`config.mk`:
```
export PLATFORM = sky130hd
export DESIGN_NAME = mips_multicycle_ctrl
export DESIGN_NICKNAME = d
export VERILOG_FILES = /design/src/rtl/mips_ctrl_pkg.sv /design/src/rtl/mips_ctrl_outdec.sv /design/src/rtl/mips_multicycle_ctrl.sv
export SDC_FILE = /design/constraint.sdc
export NUM_CORES = 1
export LEC_CHECK = 0
export CORE_ASPECT_RATIO = 1.2
export CORE_MARGIN = 1
export CORE_UTILIZATION = 38
export DETAILED_ROUTE_END_ITERATION = 6
export HOLD_SLACK_MARGIN = 0.06
export MAX_ROUTING_LAYER = met4
export PLACE_DENSITY = 0.73
export SYNTH_ARGS = -nofsm -noshare
export SYNTH_HDL_FRONTEND = slang
export SYNTH_SLANG_ARGS = --single-unit
```
`constraint.sdc`:
```
create_clock -name clk -period 1.15 [get_ports clk]
set_input_delay 0.23 -clock clk [delete_from_list [all_inputs] [get_ports clk]]
set_output_delay 0.23 -clock clk [all_outputs]
set_load 0.05 [all_outputs]
```
`src/rtl/mips_ctrl_pkg.sv`:
```
// ============================================================================
// mips_ctrl_pkg : shared states, opcodes and control encodings for the
//                 8-bit MIPS multicycle controller. Honours MIPS_CTRL_ADDI_EN.
// Revision: 1.0
// ============================================================================
`default_nettype none

package mips_ctrl_pkg;

  typedef enum logic [3:0] {
    S_FETCH1  = 4'd0,
    S_FETCH2  = 4'd1,
    S_FETCH3  = 4'd2,
    S_FETCH4  = 4'd3,
    S_DECODE  = 4'd4,
    S_MEMADR  = 4'd5,
    S_LBRD    = 4'd6,
    S_LBWR    = 4'd7,
    S_SBWR    = 4'd8,
    S_RTYPEEX = 4'd9,
    S_RTYPEWR = 4'd10,
    S_BEQEX   = 4'd11,
    S_JEX     = 4'd12,
    S_ADDIEX  = 4'd13,
    S_ADDIWR  = 4'd14
  } state_t;

  localparam logic [5:0] OP_LB    = 6'b100000;
  localparam logic [5:0] OP_SB    = 6'b101000;
  localparam logic [5:0] OP_RTYPE = 6'b000000;
  localparam logic [5:0] OP_BEQ   = 6'b000100;
  localparam logic [5:0] OP_J     = 6'b000010;
  localparam logic [5:0] OP_ADDI  = 6'b001000;

  localparam logic [1:0] ALUOP_ADD   = 2'b00;
  localparam logic [1:0] ALUOP_SUB   = 2'b01;
  localparam logic [1:0] ALUOP_FUNCT = 2'b10;

  localparam logic [1:0] SRCB_REGB  = 2'b00;
  localparam logic [1:0] SRCB_ONE   = 2'b01;
  localparam logic [1:0] SRCB_IMM   = 2'b10;
  localparam logic [1:0] SRCB_BRIMM = 2'b11;

  localparam logic [1:0] PCSRC_ALU    = 2'b00;
  localparam logic [1:0] PCSRC_ALUOUT = 2'b01;
  localparam logic [1:0] PCSRC_JUMP   = 2'b10;

  // Ungated control word; the top applies memReady/zero/reset qualification.
  typedef struct packed {
    logic       mem_read;
    logic       mem_write;
    logic       i_or_d;
    logic [3:0] ir_sel;
    logic       reg_write;
    logic       reg_dst;
    logic       mem_to_reg;
    logic       alu_src_a;
    logic [1:0] alu_src_b;
    logic [1:0] alu_op;
    logic [1:0] pc_source;
    logic       pc_write;
    logic       pc_write_fetch;
    logic       pc_write_cond;
  } ctrl_t;

  localparam ctrl_t CTRL_IDLE = '0;

  function automatic logic op_supported(input logic [5:0] op);
    logic ok;
    ok = (op == OP_LB) || (op == OP_SB) || (op == OP_RTYPE) ||
         (op == OP_BEQ) || (op == OP_J);
`ifdef MIPS_CTRL_ADDI_EN
    ok = ok || (op == OP_ADDI);
`endif
    return ok;
  endfunction

  function automatic logic [3:0] fetch_byte_sel(input state_t s);
    logic [3:0] sel;
    case (s)
      S_FETCH1: sel = 4'b0001;
      S_FETCH2: sel = 4'b0010;
      S_FETCH3: sel = 4'b0100;
      S_FETCH4: sel = 4'b1000;
      default:  sel = 4'b0000;
    endcase
    return sel;
  endfunction

endpackage

`default_nettype wire

```
`src/rtl/mips_ctrl_outdec.sv`:
```
// ============================================================================
// mips_ctrl_outdec : pure state-to-control-word decode (MIPS_CTRL_ADDI_EN
//                    adds the ADDI execute/writeback words).
// Revision: 1.0
// ============================================================================
`default_nettype none

module mips_ctrl_outdec
  import mips_ctrl_pkg::*;
(
  input  state_t state_i,
  output ctrl_t  ctrl_o
);

  always_comb begin
    ctrl_o = CTRL_IDLE;
    case (state_i)
      S_FETCH1, S_FETCH2, S_FETCH3, S_FETCH4: begin
        ctrl_o.mem_read       = 1'b1;
        ctrl_o.i_or_d         = 1'b0;
        ctrl_o.alu_src_a      = 1'b0;
        ctrl_o.alu_src_b      = SRCB_ONE;
        ctrl_o.alu_op         = ALUOP_ADD;
        ctrl_o.pc_source      = PCSRC_ALU;
        ctrl_o.ir_sel         = fetch_byte_sel(state_i);
        ctrl_o.pc_write_fetch = 1'b1;
      end
      S_DECODE: begin
        // Branch target is computed speculatively while the opcode decodes.
        ctrl_o.alu_src_a = 1'b0;
        ctrl_o.alu_src_b = SRCB_BRIMM;
        ctrl_o.alu_op    = ALUOP_ADD;
      end
      S_MEMADR: begin
        ctrl_o.alu_src_a = 1'b1;
        ctrl_o.alu_src_b = SRCB_IMM;
        ctrl_o.alu_op    = ALUOP_ADD;
      end
      S_LBRD: begin
        ctrl_o.mem_read = 1'b1;
        ctrl_o.i_or_d   = 1'b1;
      end
      S_LBWR: begin
        ctrl_o.reg_write  = 1'b1;
        ctrl_o.mem_to_reg = 1'b1;
        ctrl_o.reg_dst    = 1'b0;
      end
      S_SBWR: begin
        ctrl_o.mem_write = 1'b1;
        ctrl_o.i_or_d    = 1'b1;
      end
      S_RTYPEEX: begin
        ctrl_o.alu_src_a = 1'b1;
        ctrl_o.alu_src_b = SRCB_REGB;
        ctrl_o.alu_op    = ALUOP_FUNCT;
      end
      S_RTYPEWR: begin
        ctrl_o.reg_write  = 1'b1;
        ctrl_o.reg_dst    = 1'b1;
        ctrl_o.mem_to_reg = 1'b0;
      end
      S_BEQEX: begin
        ctrl_o.alu_src_a     = 1'b1;
        ctrl_o.alu_src_b     = SRCB_REGB;
        ctrl_o.alu_op        = ALUOP_SUB;
        ctrl_o.pc_source     = PCSRC_ALUOUT;
        ctrl_o.pc_write_cond = 1'b1;
      end
      S_JEX: begin
        ctrl_o.pc_source = PCSRC_JUMP;
        ctrl_o.pc_write  = 1'b1;
      end
`ifdef MIPS_CTRL_ADDI_EN
      S_ADDIEX: begin
        ctrl_o.alu_src_a = 1'b1;
        ctrl_o.alu_src_b = SRCB_IMM;
        ctrl_o.alu_op    = ALUOP_ADD;
      end
      S_ADDIWR: begin
        ctrl_o.reg_write  = 1'b1;
        ctrl_o.reg_dst    = 1'b0;
        ctrl_o.mem_to_reg = 1'b0;
      end
`endif
      default: ctrl_o = CTRL_IDLE;
    endcase
  end

endmodule

`default_nettype wire

```
`src/rtl/mips_multicycle_ctrl.sv`:
```
// ============================================================================
// mips_multicycle_ctrl : multicycle sequencer for the 8-bit MIPS datapath.
//                        Optional ADDI support via MIPS_CTRL_ADDI_EN.
// Revision: 1.0
// ============================================================================
`default_nettype none

module mips_multicycle_ctrl
  import mips_ctrl_pkg::*;
(
  input  logic       clk,
  input  logic       reset,
  input  logic [5:0] op,
  input  logic       zero,
  input  logic       memReady,
  output logic       memRead,
  output logic       memWrite,
  output logic       iOrD,
  output logic [3:0] irWrite,
  output logic       regWrite,
  output logic       regDst,
  output logic       memToReg,
  output logic       aluSrcA,
  output logic [1:0] aluSrcB,
  output logic [1:0] aluOp,
  output logic [1:0] pcSource,
  output logic       pcEn,
  output logic       illegalOp
);

  state_t state_q;
  state_t state_d;
  ctrl_t  w_ctrl;

  mips_ctrl_outdec u_outdec (
    .state_i (state_q),
    .ctrl_o  (w_ctrl)
  );

  always_ff @(posedge clk) begin
    if (reset) state_q <= S_FETCH1;
    else       state_q <= state_d;
  end

  always_comb begin
    state_d = state_q;
    case (state_q)
      S_FETCH1: if (memReady) state_d = S_FETCH2;
      S_FETCH2: if (memReady) state_d = S_FETCH3;
      S_FETCH3: if (memReady) state_d = S_FETCH4;
      S_FETCH4: if (memReady) state_d = S_DECODE;
      S_DECODE: begin
        case (op)
          OP_LB, OP_SB: state_d = S_MEMADR;
          OP_RTYPE:     state_d = S_RTYPEEX;
          OP_BEQ:       state_d = S_BEQEX;
          OP_J:         state_d = S_JEX;
`ifdef MIPS_CTRL_ADDI_EN
          OP_ADDI:      state_d = S_ADDIEX;
`endif
          default:      state_d = S_FETCH1;
        endcase
      end
      S_MEMADR: begin
        if (op == OP_SB)      state_d = S_SBWR;
        else if (op == OP_LB) state_d = S_LBRD;
        else                  state_d = S_FETCH1;
      end
      S_LBRD:    if (memReady) state_d = S_LBWR;
      S_SBWR:    if (memReady) state_d = S_FETCH1;
      S_RTYPEEX: state_d = S_RTYPEWR;
`ifdef MIPS_CTRL_ADDI_EN
      S_ADDIEX:  state_d = S_ADDIWR;
`endif
      default:   state_d = S_FETCH1;
    endcase
  end

  // Reset forces every output low in the same cycle so no write leaks past it.
  always_comb begin
    memRead   = 1'b0;
    memWrite  = 1'b0;
    iOrD      = 1'b0;
    irWrite   = 4'b0000;
    regWrite  = 1'b0;
    regDst    = 1'b0;
    memToReg  = 1'b0;
    aluSrcA   = 1'b0;
    aluSrcB   = 2'b00;
    aluOp     = 2'b00;
    pcSource  = 2'b00;
    pcEn      = 1'b0;
    illegalOp = 1'b0;
    if (!reset) begin
      memRead   = w_ctrl.mem_read;
      memWrite  = w_ctrl.mem_write;
      iOrD      = w_ctrl.i_or_d;
      irWrite   = w_ctrl.ir_sel & {4{memReady}};
      regWrite  = w_ctrl.reg_write;
      regDst    = w_ctrl.reg_dst;
      memToReg  = w_ctrl.mem_to_reg;
      aluSrcA   = w_ctrl.alu_src_a;
      aluSrcB   = w_ctrl.alu_src_b;
      aluOp     = w_ctrl.alu_op;
      pcSource  = w_ctrl.pc_source;
      pcEn      = (w_ctrl.pc_write_fetch & memReady) | w_ctrl.pc_write |
                  (w_ctrl.pc_write_cond & zero);
      illegalOp = (state_q == S_DECODE) && !op_supported(op);
    end
  end

endmodule

`default_nettype wire

```
==> results of run 1 <==
==> stage by stage <==
step	util [%]	hold WS, ps
floorplan	-	406.6
global placement	89.71	650.4
detailed placement	89.71	659.1
==> Yosys cell counts, types with 3 or more instances <==
cell	count
nand2b_1	7
nor3_1	8
buf_6	4
o21ai_0	5
nand2_1	5
dfxtp_1	4
nor2_1	10
and2_1	3
buf_4	3
==> logic make-up after synthesis <==
logic type,after synthesis
buffers and inverters,9
and+or+nand+nor,54
xor gates and xnor gates,1
muxes,3
AOI/OAI and AO/OA,23
DFF,4
==> results.txt, run 1 <==
The run stopped with a tool error. The stage where the run came to a stop is clock tree synthesis. The tool reported: "[ERROR DPL-0038] Utilization greater than 100%, impossible to legalize". The post-synthesis register bit count came out at 4. Counting along the longest clock path gives a buffer depth of 2. Hold repair after CTS inserted 0 buffers. Summing the areas of all fa, ha and maj instances in the mapped netlist gives 0% of the synthesized area. During synthesis, Yosys emitted a total of 0 warnings. The share of synthesized area in the top cell type comes to 11.17%.

The number of setup buffers added after CTS is 13. Sorting the synthesized cells by area gives the leading types as dfxtp_1 11%, buf_6 6.3%, nand2b_1 6.1%. Most instantiated flip-flop cell in the synthesis netlist: dfxtp_1.

Once placement completed, the tool counted placed cells totaling 169. The synthesized cell area is 716.9 um^2. In this run the count of I/O pins placed on the die edge is 29. The number of flops mapped to enable cells by yosys came out at 0. The depth of the CTS H-tree is 1, and the fraction of the mapped netlist area in compound gates is 24.08%.

The cell row count was 16; the horizontal extent of the die was 41.65 um. The library cell with the largest summed area after synthesis was dfxtp_1. Once the clock tree was built, the resizer swapped 59 gates to a different size. In this run, CTS created clock tree buffers numbering 3. Summing the areas of all and, or, nand and nor instances in the mapped netlist gives 47.12% of the synthesized area.

The placed instances occupy a cell area of 1526 um^2. Once the floorplan was initialized, standard cells occupied 42.13% of the core. The quantity of I/O buffers inserted on ports is 28. The synthesized netlist cell count is 94. The average instance in the mapped netlist occupies 7.627 um^2.

Sequential cells were found to cover 11.17% of the synthesized design area. OpenSTA, run right after detailed placement, puts the worst setup slack at -686.1 ps. Async set or reset register ratio after synthesis: 0%. The congestion estimate from routability-driven global placement came to 0.8492.

After Yosys synthesis, XOR and XNOR cells account for 1.222% of the synthesized area. For the number of distinct library cells after synthesis, the log shows 45. After synthesis, the largest family of logic cells by area is simple AND/OR/NAND/NOR gates. Multiplexer area fraction after synthesis: 4.538%. The tools report the CTS root buffer as clkbuf_4. The y dimension of the die was 49.58 um; the HPWL after detailed placement was 2.351 mm.

The run gives 104 as the post-synthesis net count. Counting every sink on the clock net gives 4.
==> run 2, diff against run 1 <==
==> config.mk (replaced) <==
export PLATFORM = sky130hd
export DESIGN_NAME = mips_multicycle_ctrl
export DESIGN_NICKNAME = d
export VERILOG_FILES = /design/src/rtl/mips_ctrl_pkg.sv /design/src/rtl/mips_ctrl_outdec.sv /design/src/rtl/mips_multicycle_ctrl.sv
export SDC_FILE = /design/constraint.sdc
export NUM_CORES = 1
export LEC_CHECK = 0
export CORE_AREA = 2 2 63 65
export DETAILED_ROUTE_END_ITERATION = 6
export DIE_AREA = 0 0 65 67
export PLACE_DENSITY_LB_ADDON = 0.15
export SYNTH_ARGS = -nofsm -noshare
export SYNTH_HDL_FRONTEND = slang
export SYNTH_SLANG_ARGS = --single-unit
==> constraint.sdc (replaced) <==
create_clock -name clk -period 1.5 [get_ports clk]
set_input_delay 0.3 -clock clk [delete_from_list [all_inputs] [get_ports clk]]
set_output_delay 0.3 -clock clk [all_outputs]
set_load 0.05 [all_outputs]
==> run 2 against run 1 <==
Effect of this change: the flow now finishes, with violations (setup timing); synthesized cell count unchanged; area after synthesis unchanged.
==> results.txt, run 2 <==
For this block, the routed nets add up to 2.782 mm of wire. The post-synthesis register bit count is 4, and the quantity of I/O buffers inserted on ports is 28. Dividing the detail-routed via count by the number of cells gives 4.561. In the final timing run, aggregate negative setup slack is -1616 ps.

Number of buffers between clock root and the deepest sink: 2. Most instantiated flip-flop cell in the synthesis netlist: dfxtp_1. The logs give 0 for the final max-slew violation count and 3 for the clock buffer count from CTS. Of the total power, registers draw 18.7%. After floorplanning, the core was sized to cover 3606 um^2. Measured along the x axis, the die boundary spans 65 um. STA classifies the critical path startpoint as a flip-flop. The final reports fail on setup timing. The run gives 0 as the initial antenna violation count.

The DRC violations left was 0; the floorplan die area was 4355 um^2. The y dimension of the die was 67 um. The tools report the final weighted congestion in routability-driven placement as 0.8864. For the static leakage power, the log shows 0.7850 nW.

In this run switching power makes up 33.96% of total power. Hold repair after CTS inserted 0 buffers. For this run, the detailed router's first-pass iteration total came to 4.

The number of nets handed over by synthesis was 104. The run finished, with violations left. Entering global routing, the biggest net connects 14 pins. The depth of the CTS H-tree was 1; the remaining antenna violation count was 0. The final setup slack of the worst path was -185.5 ps; the post-layout net count was 178. The logs give 972 for the number of global-route vias before repair and 79.82% for the worst slew margin relative to its limit. For this run, the top clock speed supported by timing is 593.3 MHz. The min-delay analysis places its worst path in the category in -> reg. The root buffer cell chosen for the clock tree is clkbuf_8. STA puts the critical path data arrival time at 1390 ps. The part of the power in the clock network is 32.4%, and the measured slew at the worst slew-check pin is 300.5 ps. Traced cell by cell, the critical path runs through nand2b_1 > mux2_2 > nor3_4 > buf_12. After technology mapping, the gate count stands at 94.

TritonCTS built the clock tree. The kind of cell with the highest combined delay along the critical path is flip-flops. The final cycle utilization of the critical path works out to 112.4%. The synthesized cell area was 716.9 um^2. STA classifies the critical path endpoint as a primary output. The finished layout holds 214 standard cells, fillers aside.

For the final database, setup skew stands at 3.540 ps. The delay contributed by the slowest stage of the critical path was 370 ps. The count of pins on the block boundary is 29. Setup repair after global routing could not meet its margin everywhere. Once the floorplan was initialized, standard cells occupied 19.88% of the core. Global routing finished with a remaining overflow of 0.

After filler insertion, the fill cell instance count of the layout stands at 343. In the final layout, the share of cells above drive strength 1 is 72.29%. The top cell type by area accounts for 11.17% of the synthesized area.

0 antenna diodes ended up in the layout. The area growth from synthesis to layout works out to 160.4%. HPWL after detailed placement: 2.080 mm.

Clock latency on the worst-skew pair, taken at its later pin, is 220 ps. The worst endpoint required time is 1200 ps. The biggest area contributor in the post-synthesis netlist is dfxtp_1.

The fraction of power consumed by combinational cells is 48.8%, and the cell row count is 22. The most flop-heavy register is state_q. Across the run, the number of max-cap violations was 0.

Along the worst path, the maximum fanout reaches 10. Across all layers, the routed design uses 976 vias. The worst voltage drop across the vdd grid is 0.3906 mV.

The total count of hold-check failures in the final report is 0, and the clock edge transition at the registers on the reported setup and hold paths is 30 ps. The async set or reset register ratio after synthesis is 0%, and the total global-route track usage is 12.93%. The synthesized netlist contains 45 unique library cells.

After synthesis, the cell types taking the most area are dfxtp_1 11%, buf_6 6.3%, nand2b_1 6.1%. The power density normalized to cell area works out to 364.4 nW/um^2. Count of routing violations after the opening detailed-route iteration: 5. The share of the Yosys chip area taken by registers is 11.17%.

The tools report the post-placement cell count as 199. In the layout the commonest cells are 36 x buf_4, 19 x buf_12, 12 x buf_6, 7 x dlygate4sd2_1, 6 x nor3_4. Synthesis warning total: 0.

By count the netlist is led by 10 x nor2_1, 8 x nor3_1, 7 x nand2b_1, 5 x nand2_1, 5 x o21ai_0. Leaving out fill and tap cells, the most frequent cell in the layout is buf_4. The slowest stage of the critical path is the dfxtp_4 cell.

The final critical delay including setup and external delays was 1685 ps; the switching power was 231.0 uW. The largest registers in the layout are state_q: 4 flops. CTS saw 4 sinks. Number of flops mapped to enable cells by yosys: 0.

The setup path with the least slack is of type reg -> out. The tools report the total of endpoints with negative setup slack in the final report as 18. The internal portion of total power came out at 449.3 uW. The first global-routing pass estimated 4.388 mm of wire. After detailed routing, the average wire length per cell comes to 13.00 um. The buffers plus inverters on the worst setup path came out at 1. The most frequent cell after synthesis is nor2_1. The register with the most flip-flops in the layout has 4 of them.

A synthesized cell averages 7.627 um^2.
==> run 2: cell counts after synthesis <==
Identical to the previous run, type by type.
==> run 2: worst min-delay path, cell delays in order <==
cell	delay (ps)
buf_2	100
buf_6	120
buf_4	130
a221oi_2	30
==> run 2: through the flow <==
step	instance area (um^2)	hold slack (ps)	worst slack [ps]	utilization, %	power, mW
after floorplan	852.1	476.6	-331.1	-	0.2691
after global placement	1559	707.7	-398.3	43.23	0.4035
after detailed placement	1559	717.1	-386.1	43.23	0.4034
after CTS	1812	512.9	-168.9	50.24	0.6674
after global routing	1867	533.7	-217.1	51.77	0.7203
final	1867	516.7	-185.5	51.77	0.6803
==> run 2: final timing paths <==
kind                           startpoint  slack [ps]                      end  cells after the start
setup / recovery  state_q[3]$_SDFFE_PP0P_        -190                     iOrD                      4
setup reg to reg  state_q[2]$_SDFFE_PP0P_         150  state_q[0]$_SDFFE_PP0P_                      6
hold reg to reg   state_q[3]$_SDFFE_PP0P_         700  state_q[1]$_SDFFE_PP0P_                      2
hold / removal                      reset         520  state_q[3]$_SDFFE_PP0P_                      4
==> run 2: final cells by class <==
type / count / area [um^2] / area share (%)
clock buffers: 3 / 41.29 / 2.212
repair buffers: 77 / 872.1 / 46.72
flip-flops and latches: 4 / 95.09 / 5.094
well taps: 48 / 60.06 / 3.217
multi-input cells: 81 / 794.5 / 42.56
inverters: 1 / 3.754 / 0.2011
==> run 2: what timing repair did <==
action,CTS,global route
resized for setup,52,13
pin swaps,15,5
setup buffers,11,1
setup endpoints to repair,22,20
==> run 2: per-layer routing <==
metal / global-route usage [%] / wire, um / vias to the layer above
met5: 0 / 0 / -
met4: 2.394 / 17 / 0
met3: 2.196 / 89 / 2
met2: 26.03 / 1543 / 26
met1: 14.01 / 1132 / 453
li1: - / - / 495
==> run 2: power groups by stage <==
stage                     logic [mW]  clock network [mW]  registers [mW]
final                          0.332               0.221           0.127
after detailed placement       0.276                   0           0.127
after CTS                      0.317               0.228           0.123
after floorplan                0.149                   0           0.120
after global placement         0.276                   0           0.127
after global routing           0.350               0.241           0.129
==> run 2: logic make-up (layout without fill, tap and decap cells) <==
logic type | after synthesis | count (layout) | share of synthesized area [%]
and+or+nand+nor | 54 | 54 | 47.13
AOI/OAI and AO/OA | 23 | 23 | 24.09
buffers and inverters | 9 | 81 | 11.87
DFF | 4 | 4 | 11.17
muxes | 3 | 3 | 4.537
xor gates and xnor gates | 1 | 1 | 1.222
Note: power is estimated with default switching activity, not from simulation.
==> run 3, diff against run 2 <==
--- a/config.mk
+++ b/config.mk
@@ -8,7 +8,7 @@
 export CORE_AREA = 2 2 63 65
 export DETAILED_ROUTE_END_ITERATION = 6
 export DIE_AREA = 0 0 65 67
-export PLACE_DENSITY_LB_ADDON = 0.15
+export PLACE_DENSITY = 0.54
 export SYNTH_ARGS = -nofsm -noshare
 export SYNTH_HDL_FRONTEND = slang
 export SYNTH_SLANG_ARGS = --single-unit
==> run 3 against run 2 <==
Effect of this change: the run still ends with setup timing left; utilization increased by 0.73 points; wire length increased by 5.6%; global-route usage increased by 1.6 points; sequential share of layout area decreased by 0.071 points; via count increased by 1.3%; critical path depth increased by 1; critical path type unchanged; critical endpoint unchanged.
==> results.txt, run 3 (synthesis results as in run 2) <==
The endpoint identified for the worst register-to-register timing path is state_q[3]$_SDFFE_PP0P_. Registers are responsible for 17.4% of the overall power. The final layout contains routed wiring with a total length of 2.939 mm.

Worst slew margin relative to its limit: 80.68%. The first global-routing pass estimated 4.892 mm of wire. The logs give 1.814 ps for the clock tree skew after final layout and 1 for the depth of the CTS H-tree. The final reports fail on setup timing. The number of buffers between clock root and the deepest sink came out at 2. The logs give 22 for the cell row count and 220 ps for the clock latency at the later pin of the worst-skew pair. The analysis attributes to net switching a power of 249.0 uW.

The total global-route track usage was 14.56%. The final setup slack of the worst path is -168.9 ps, and the post-layout net count is 178. Setup violations remaining at the end of the flow were counted as 18. Count of inserted antenna diode cells: 0. The floorplan die area is 4355 um^2, and the maximum number of pins on one net before global-route repair is 14. The largest registers in the layout are state_q: 4 flops.

The run gives 0 as the initial antenna violation count. Timing-limited maximum frequency: 599.2 MHz. Clock-pin slew was measured on the worst setup and hold paths at 30 ps. In this run the register-to-register setup slack is 90 ps.

TritonCTS built the clock tree. The count of routing violations after the opening detailed-route iteration is 22. From synthesis to final layout, the design area changed by 164.0%. The tools report the launch point of the critical path as state_q[3]$_SDFFE_PP0P_. For the remaining antenna violation count, the log shows 0. In this run, CTS created clock tree buffers numbering 3. The library cells used most frequently in the layout, excluding fill and tap cells, are 37 x buf_4, 18 x buf_12, 12 x buf_6. The horizontal extent of the die was 65 um; the number of global-route vias before repair was 1,067.

The register with the most flip-flops in the layout has 4 of them. The tools report the category of the worst setup path launch point as a flip-flop. Global routing finished with a remaining overflow of 0. At the pin with the least slew margin, the transition time is 287.7 ps. After clock tree synthesis, the flow added hold-fix buffers numbering 0. The part of the power in the clock network was 32.5%. The CTS root buffer was clkbuf_8.

The worst voltage drop across the vdd grid is 0.1658 mV. The analysis attributes to cell leakage a power of 0.7531 nW. Critical path capture point type: a primary output. In this run the power density over the cells is 376.5 nW/um^2.

The capture point of the worst path is iOrD. The count of buffers added on input and output ports is 28. The startpoint of the most critical register-to-register path was state_q[3]$_SDFFE_PP0P_. Detailed placement ended at an HPWL of 2.115 mm. The flow ran to the end, but the final reports show violations. Of the cells placed in the final design, the portion with a size suffix greater than 1 is 75.30%.

The share of total power dissipated in combinational logic is 50.1%. The commonest non-fill, non-tap cell in the layout was buf_4. Routability-driven placement finished with a final weighted congestion of 0.8235.

The routed layout has 989 vias. Max-cap violations in this run came to 0. The tightest min-delay check is of the in -> reg type. The y dimension of the die is 67 um, and the maximum fanout along the worst path is 6. Data arrives at the worst endpoint at 1370 ps.

The logs give 0 for the total count of hold-check failures in the final report and 0 for the DRC violations left. The final cycle utilization of the critical path is 111.3%, and the core area is 3606 um^2. The share of the core filled with cells came out at 52.50%. The final critical delay including setup and external delays was 1669 ps; the effective utilization at floorplan was 19.88%. The internal portion of total power was 463.7 uW; the switching share of total power was 34.94%. On the final layout, the worst hold slack is 680.0 ps. The final max-slew violation count was 0; the via-per-instance ratio was 4.621. The worst endpoint required time was 1200 ps; the detailed-router iteration count before antenna repair was 4. Setup repair after global routing could not meet its margin everywhere.

Counting flops per register, the top entry is state_q. The number of cells on the worst reg-to-reg path is 4. The critical path is of the reg -> out type. The count of pins on the block boundary is 29.

After detailed routing, the average wire length per cell comes to 13.73 um. The tree built by TritonCTS fans out to 4 sinks.
## run 3: layout make-up
class / count / area, um^2
timing repair buffer: 77 / 864.6
tap: 48 / 60.06
clock buffer: 3 / 41.29
multi-input combinational: 81 / 828.3
fill: 313 / 1713
sequential: 4 / 95.09
inverter: 1 / 3.754
## run 3: power by group through the flow
stage	clock (mW)	sequential, mW	combinational [mW]
after floorplan	0	0.120	0.149
after CTS	0.235	0.125	0.342
final	0.232	0.124	0.357
after detailed placement	0	0.127	0.288
after global routing	0.247	0.126	0.379
after global placement	0	0.127	0.284
## run 3: what timing repair did
item / CTS / global route
resized for setup: 58 / 11
buffers inserted: 7 / 4
pin swaps: 18 / 9
setup endpoints to repair: 22 / 22
## run 3: worst max-delay path, cell delays in order (launching register included)
cell and delay, ps:
dfxtp_4 370, buf_6 120, nand2b_4 50, mux2_2 280, nor3_4 160, buf_12 160
## run 3: per-stage QoR
stage | worst slack [ps] | setup TNS, ps | cells | instance area (um^2) | total power, mW
global placement | -353.3 | -5713 | 200 | 1567 | 0.4113
finish | -168.9 | -1681 | 214 | 1893 | 0.7127
global route | -212.8 | -2624 | 214 | 1893 | 0.7523
CTS | -189.1 | -1391 | 210 | 1837 | 0.7016
detailed placement | -376.9 | -6030 | 200 | 1567 | 0.4148
floorplan | -331.1 | -2520 | 94 | 852.1 | 0.2691
## run 3: worst min-delay path by stage
| stage | from | end | depth (start not counted) |
|---|---|---|---|
| after global placement | state_q[2]$_SDFFE_PP0P_ | state_q[2]$_SDFFE_PP0P_ | 3 |
| after global routing | op[0] | state_q[2]$_SDFFE_PP0P_ | 5 |
| after floorplan | op[3] | state_q[3]$_SDFFE_PP0P_ | 2 |
| after detailed placement | state_q[2]$_SDFFE_PP0P_ | state_q[2]$_SDFFE_PP0P_ | 3 |
| final | op[0] | state_q[2]$_SDFFE_PP0P_ | 5 |
| after CTS | state_q[2]$_SDFFE_PP0P_ | state_q[2]$_SDFFE_PP0P_ | 3 |
## run 3: metal layers
layer	track usage (%)	vias up	routed length, um	share of wire [%]
li1	-	495	-	-
met1	16.51	478	1104	38
met2	27.58	12	1739	59
met3	2.872	4	66	2.2
met4	3.723	0	29	0.99
met5	0	-	0	0
==> run 4, diff against run 3 <==
--- a/config.mk
+++ b/config.mk
@@ -5,10 +5,11 @@
 export SDC_FILE = /design/constraint.sdc
 export NUM_CORES = 1
 export LEC_CHECK = 0
+export ABC_AREA = 1
 export CORE_AREA = 2 2 63 65
 export DETAILED_ROUTE_END_ITERATION = 6
 export DIE_AREA = 0 0 65 67
-export PLACE_DENSITY = 0.54
+export PLACE_DENSITY = 0.48
 export SYNTH_ARGS = -nofsm -noshare
 export SYNTH_HDL_FRONTEND = slang
 export SYNTH_SLANG_ARGS = --single-unit
==> run 4 against run 3 <==
Effect of this change: clock power decreased by 3%; utilization down 2.9 points; combinational power down 18%; worst setup slack improved by 60 ps; flip-flop and latch count is the same; design area down 5.5%; the flow still finishes with violations (setup timing); sequential share of layout area is 0.29 points higher; sequential power shrank 6%.
==> results.txt, run 4 <==
The flow ran to the end, but the final reports show violations. The final reports fail on setup timing. Global routing used 12.59% of the available tracks across all layers.

The worst setup path is captured at a primary output. Sequential elements use 14.92% of the synthesized area. The startpoint-to-endpoint class of the critical path is reg -> out. For the worst-skew pair, the clock arrives at the later sink with an insertion delay of 210 ps. Synthesis instantiated 15 different standard cells from the library. Summed over all layers, the global routing overflow is 0.

IR analysis of the VDD net gives a maximum drop of 0.3949 mV. The detailed router placed 1,015 vias in this run. The switching power came out at 213.8 uW. Counting flops per register, the top entry is state_q. Of the cells placed in the final design, the portion with a size suffix greater than 1 is 66.84%. The final cycle utilization of the critical path was 107.3%; the buffers plus inverters on the worst setup path was 3. The total number of clock tree sinks was 4; the depth of the CTS H-tree was 1.

The share of the synthesized area in the top cell type works out to 21.68%. The worst hold path begins at state_q[0]$_SDFFE_PP0P_. The tools report the total of max-cap violations as 0. In this run the worst hold path is classified as reg -> reg. Setup repair after global routing could not meet its margin everywhere. For the count of pins on the block boundary, the log shows 29. Worst-case hold slack: 692.7 ps.

For this run, asynchronously set or reset flops after synthesis account for 0%. The congestion estimate from routability-driven global placement came to 0.8601. Counting the buffers created by CTS gives 3. The worst endpoint required time is 1200 ps.

In this run the cell area measured after placement is 1343 um^2. The cell row count came out at 22. The most instantiated flip-flop cell in the synthesis netlist is dfxtp_1. The die is 65 um wide. The core area was 3606 um^2; the y dimension of the die was 67 um. The clock passes through at most 2 buffers.

The worst slew margin relative to its limit was 83.62%; the depth of the worst register-to-register path was 8. The average wire length per cell after detail routing was 11.92 um. The cell area that synthesis handed to floorplanning was 536.8 um^2. The quantity of I/O buffers inserted on ports was 28.

Sorting the synthesized cells by how often they occur yields 31 x nand2_1, 29 x nor2_1, 14 x inv_1, 12 x nand3_1, 7 x a21oi_1. Clock skew on the completed layout was measured at 2.849 ps. Per report_power, the clock group accounts for 35.4% of the total. The cell count after synthesis came out at 111. Setup violations remaining at the end of the flow were counted as 16. Initial antenna violation count: 0. The largest registers in the layout are state_q: 4 flops. The library cells used most frequently in the layout, excluding fill and tap cells, are 35 x buf_4, 22 x nand2_1, 19 x buf_12, 16 x nor2_4, 11 x buf_6. The worst hold path terminates at state_q[0]$_SDFFE_PP0P_.

Depth of the worst hold-timing path: 3. Summed over all cells, the static leakage comes to 0.7689 nW. In this run the power density over the cells is 354.0 nW/um^2.

The library cell used most frequently in the layout, excluding fill and tap cells, is buf_4. Data on the critical path arrives at its endpoint at 1310 ps. The number of global-route vias before repair is 1,020.

Library cell with the largest summed area after synthesis: nand2_1. Final critical delay including setup and external delays: 1609 ps. After clock tree synthesis, the clock-pin slew on the worst setup and hold paths is 30 ps.

Timing would allow up to 621.5 MHz. The wire length after detailed routing is 2.801 mm, and the detailed-router iteration count before antenna repair is 4. The tools report the category of the worst setup path launch point as a flip-flop. By instance count, the leading cell after synthesis is nand2_1. Entering global routing, the biggest net connects 12 pins. The repair_antennas step left the layout with diodes totalling 0. The startpoint of the most critical register-to-register path is state_q[1]$_SDFFE_PP0P_. The number of flops mapped to enable cells by yosys is 0, and the mean post-synth cell area is 4.836 um^2. Setup slack on the worst reg-to-reg path comes out at 110 ps. The gate family responsible for the most delay along the worst path was buffers and inverters. The floorplan die area came out at 4355 um^2. For the pin with the worst max-slew slack, the measured transition is 245.8 ps. Using the TritonRoute via totals, the vias-per-cell ratio works out to 4.319. TritonCTS built the clock tree. For the synthesis warning total, the log shows 0. The effective utilization at floorplan was 14.89%; the count of filler cells inserted in the layout was 339.

Registers are responsible for 18.4% of the overall power. The remaining antenna violation count is 0, and the DRC violations left is 0. Delay contributed by the slowest stage of the critical path: 360 ps. The internal portion of total power is 419.7 uW.

Post-layout net count: 199. The run gives 1.930 mm as the HPWL after detailed placement. Slowest library cell on the worst path: dfxtp_4.

The first global-routing pass estimated 4.381 mm of wire. The maximum fanout along the worst path is 5. The tools report the placement-stage worst setup slack as -271.4 ps.

The final setup slack of the worst path came out at -108.9 ps. In this run switching power makes up 33.75% of total power. In this run, synthesis produced a sequential element count of 4.

The number of flip-flops under the largest register name works out to 4. The first routing iteration left 37 violations. In the post-synthesis netlist, the biggest area contributors are nand2_1 22%, nor2_1 20%, dfxtp_1 15%. Walking the worst path, the cells encountered are nor2_4 > buf_6 > inv_1 > nor3_2 > buf_12.

The area of all placed cells without fillers was 1789 um^2; the post-synthesis net count was 121. The reg-to-reg endpoint was state_q[3]$_SDFFE_PP0P_. CTS placed an instance of clkbuf_8 at the clock tree root.

The final max-slew violation count is 0, and the total count of hold-check failures in the final report is 0. Relative to the synthesized area, the layout overhead comes to 233.3%. The tools report the fraction of power consumed by combinational cells as 46.2%.
run 4: layout make-up:
type                    instances  area [um^2]  share of cell area [%]
repair buffers                 74        847.1                   47.34
inverters                      15        63.81                   3.566
clock buffers                   3        41.29                   2.308
well taps                      48        60.06                   3.357
multi-input cells              91        681.9                   38.11
flip-flops and latches          4        95.09                   5.315
run 4: worst max path at each step:
stage	startpoint	end	slack [ps]	depth (start not counted)
3_3_place_gp	reset	regWrite	-260	6
6_report	state_q[1]$_SDFFE_PP0P_	irWrite[0]	-110	5
5_1_grt	state_q[1]$_SDFFE_PP0P_	irWrite[0]	-210	5
2_1_floorplan	state_q[3]$_SDFFE_PP0P_	aluSrcB[0]	-300	3
4_1_cts	state_q[0]$_SDFFE_PP0P_	illegalOp	-90	7
3_5_place_dp	reset	irWrite[1]	-270	7
run 4: worst register-to-register path, stage by stage (launching register included):
cell and delay, ps:
dfxtp_4 380, nor2_4 50, buf_6 120, nand2_2 90, inv_2 50, buf_4 120
buf_4 130, a21boi_0 200, a31oi_1 120
run 4: per-stage QoR:
stage / instances / utilization, % / power, mW / TNS [ps]
after floorplan: 111 / - / 0.2136 / -814.5
after global placement: 212 / 37.23 / 0.3284 / -3848
after detailed placement: 212 / 37.23 / 0.3289 / -3902
after CTS: 228 / 45.66 / 0.5981 / -813.8
after global routing: 235 / 49.62 / 0.6716 / -1858
final: 235 / 49.62 / 0.6334 / -832.6
run 4: cells by family after synthesis:
family          count (synthesis)  share of synthesized area [%]
simple gates                   79                          61.30
compound gates                 12                          12.59
buf+inv                        16                          11.19
flops                           4                          14.92
run 4: power by group through the flow:
stage,Sequential (mW),Clock (mW),Combinational [mW]
floorplan,0.118,0,0.0955
global placement,0.119,0,0.210
detailed placement,0.118,0,0.210
CTS,0.115,0.233,0.250
global route,0.117,0.244,0.310
finish,0.117,0.224,0.293
run 4: routing by layer:
| metal | vias to the layer above | wire length, um | track usage [%] |
|---|---|---|---|
| li1 | 514 | - | - |
| met1 | 488 | 1073 | 14.97 |
| met2 | 13 | 1673 | 23.97 |
| met3 | 0 | 54 | 1.182 |
| met4 | 0 | 0 | 3.191 |
| met5 | - | 0 | 0 |
run 4: repair_timing:
| item | 4_1_cts | 5_1_grt |
|---|---|---|
| pin swaps | 15 | 12 |
| setup buffers | 13 | 7 |
| hold buffers | 0 | 0 |
| resized for setup | 61 | 25 |
| setup endpoints to repair | 19 | 21 |
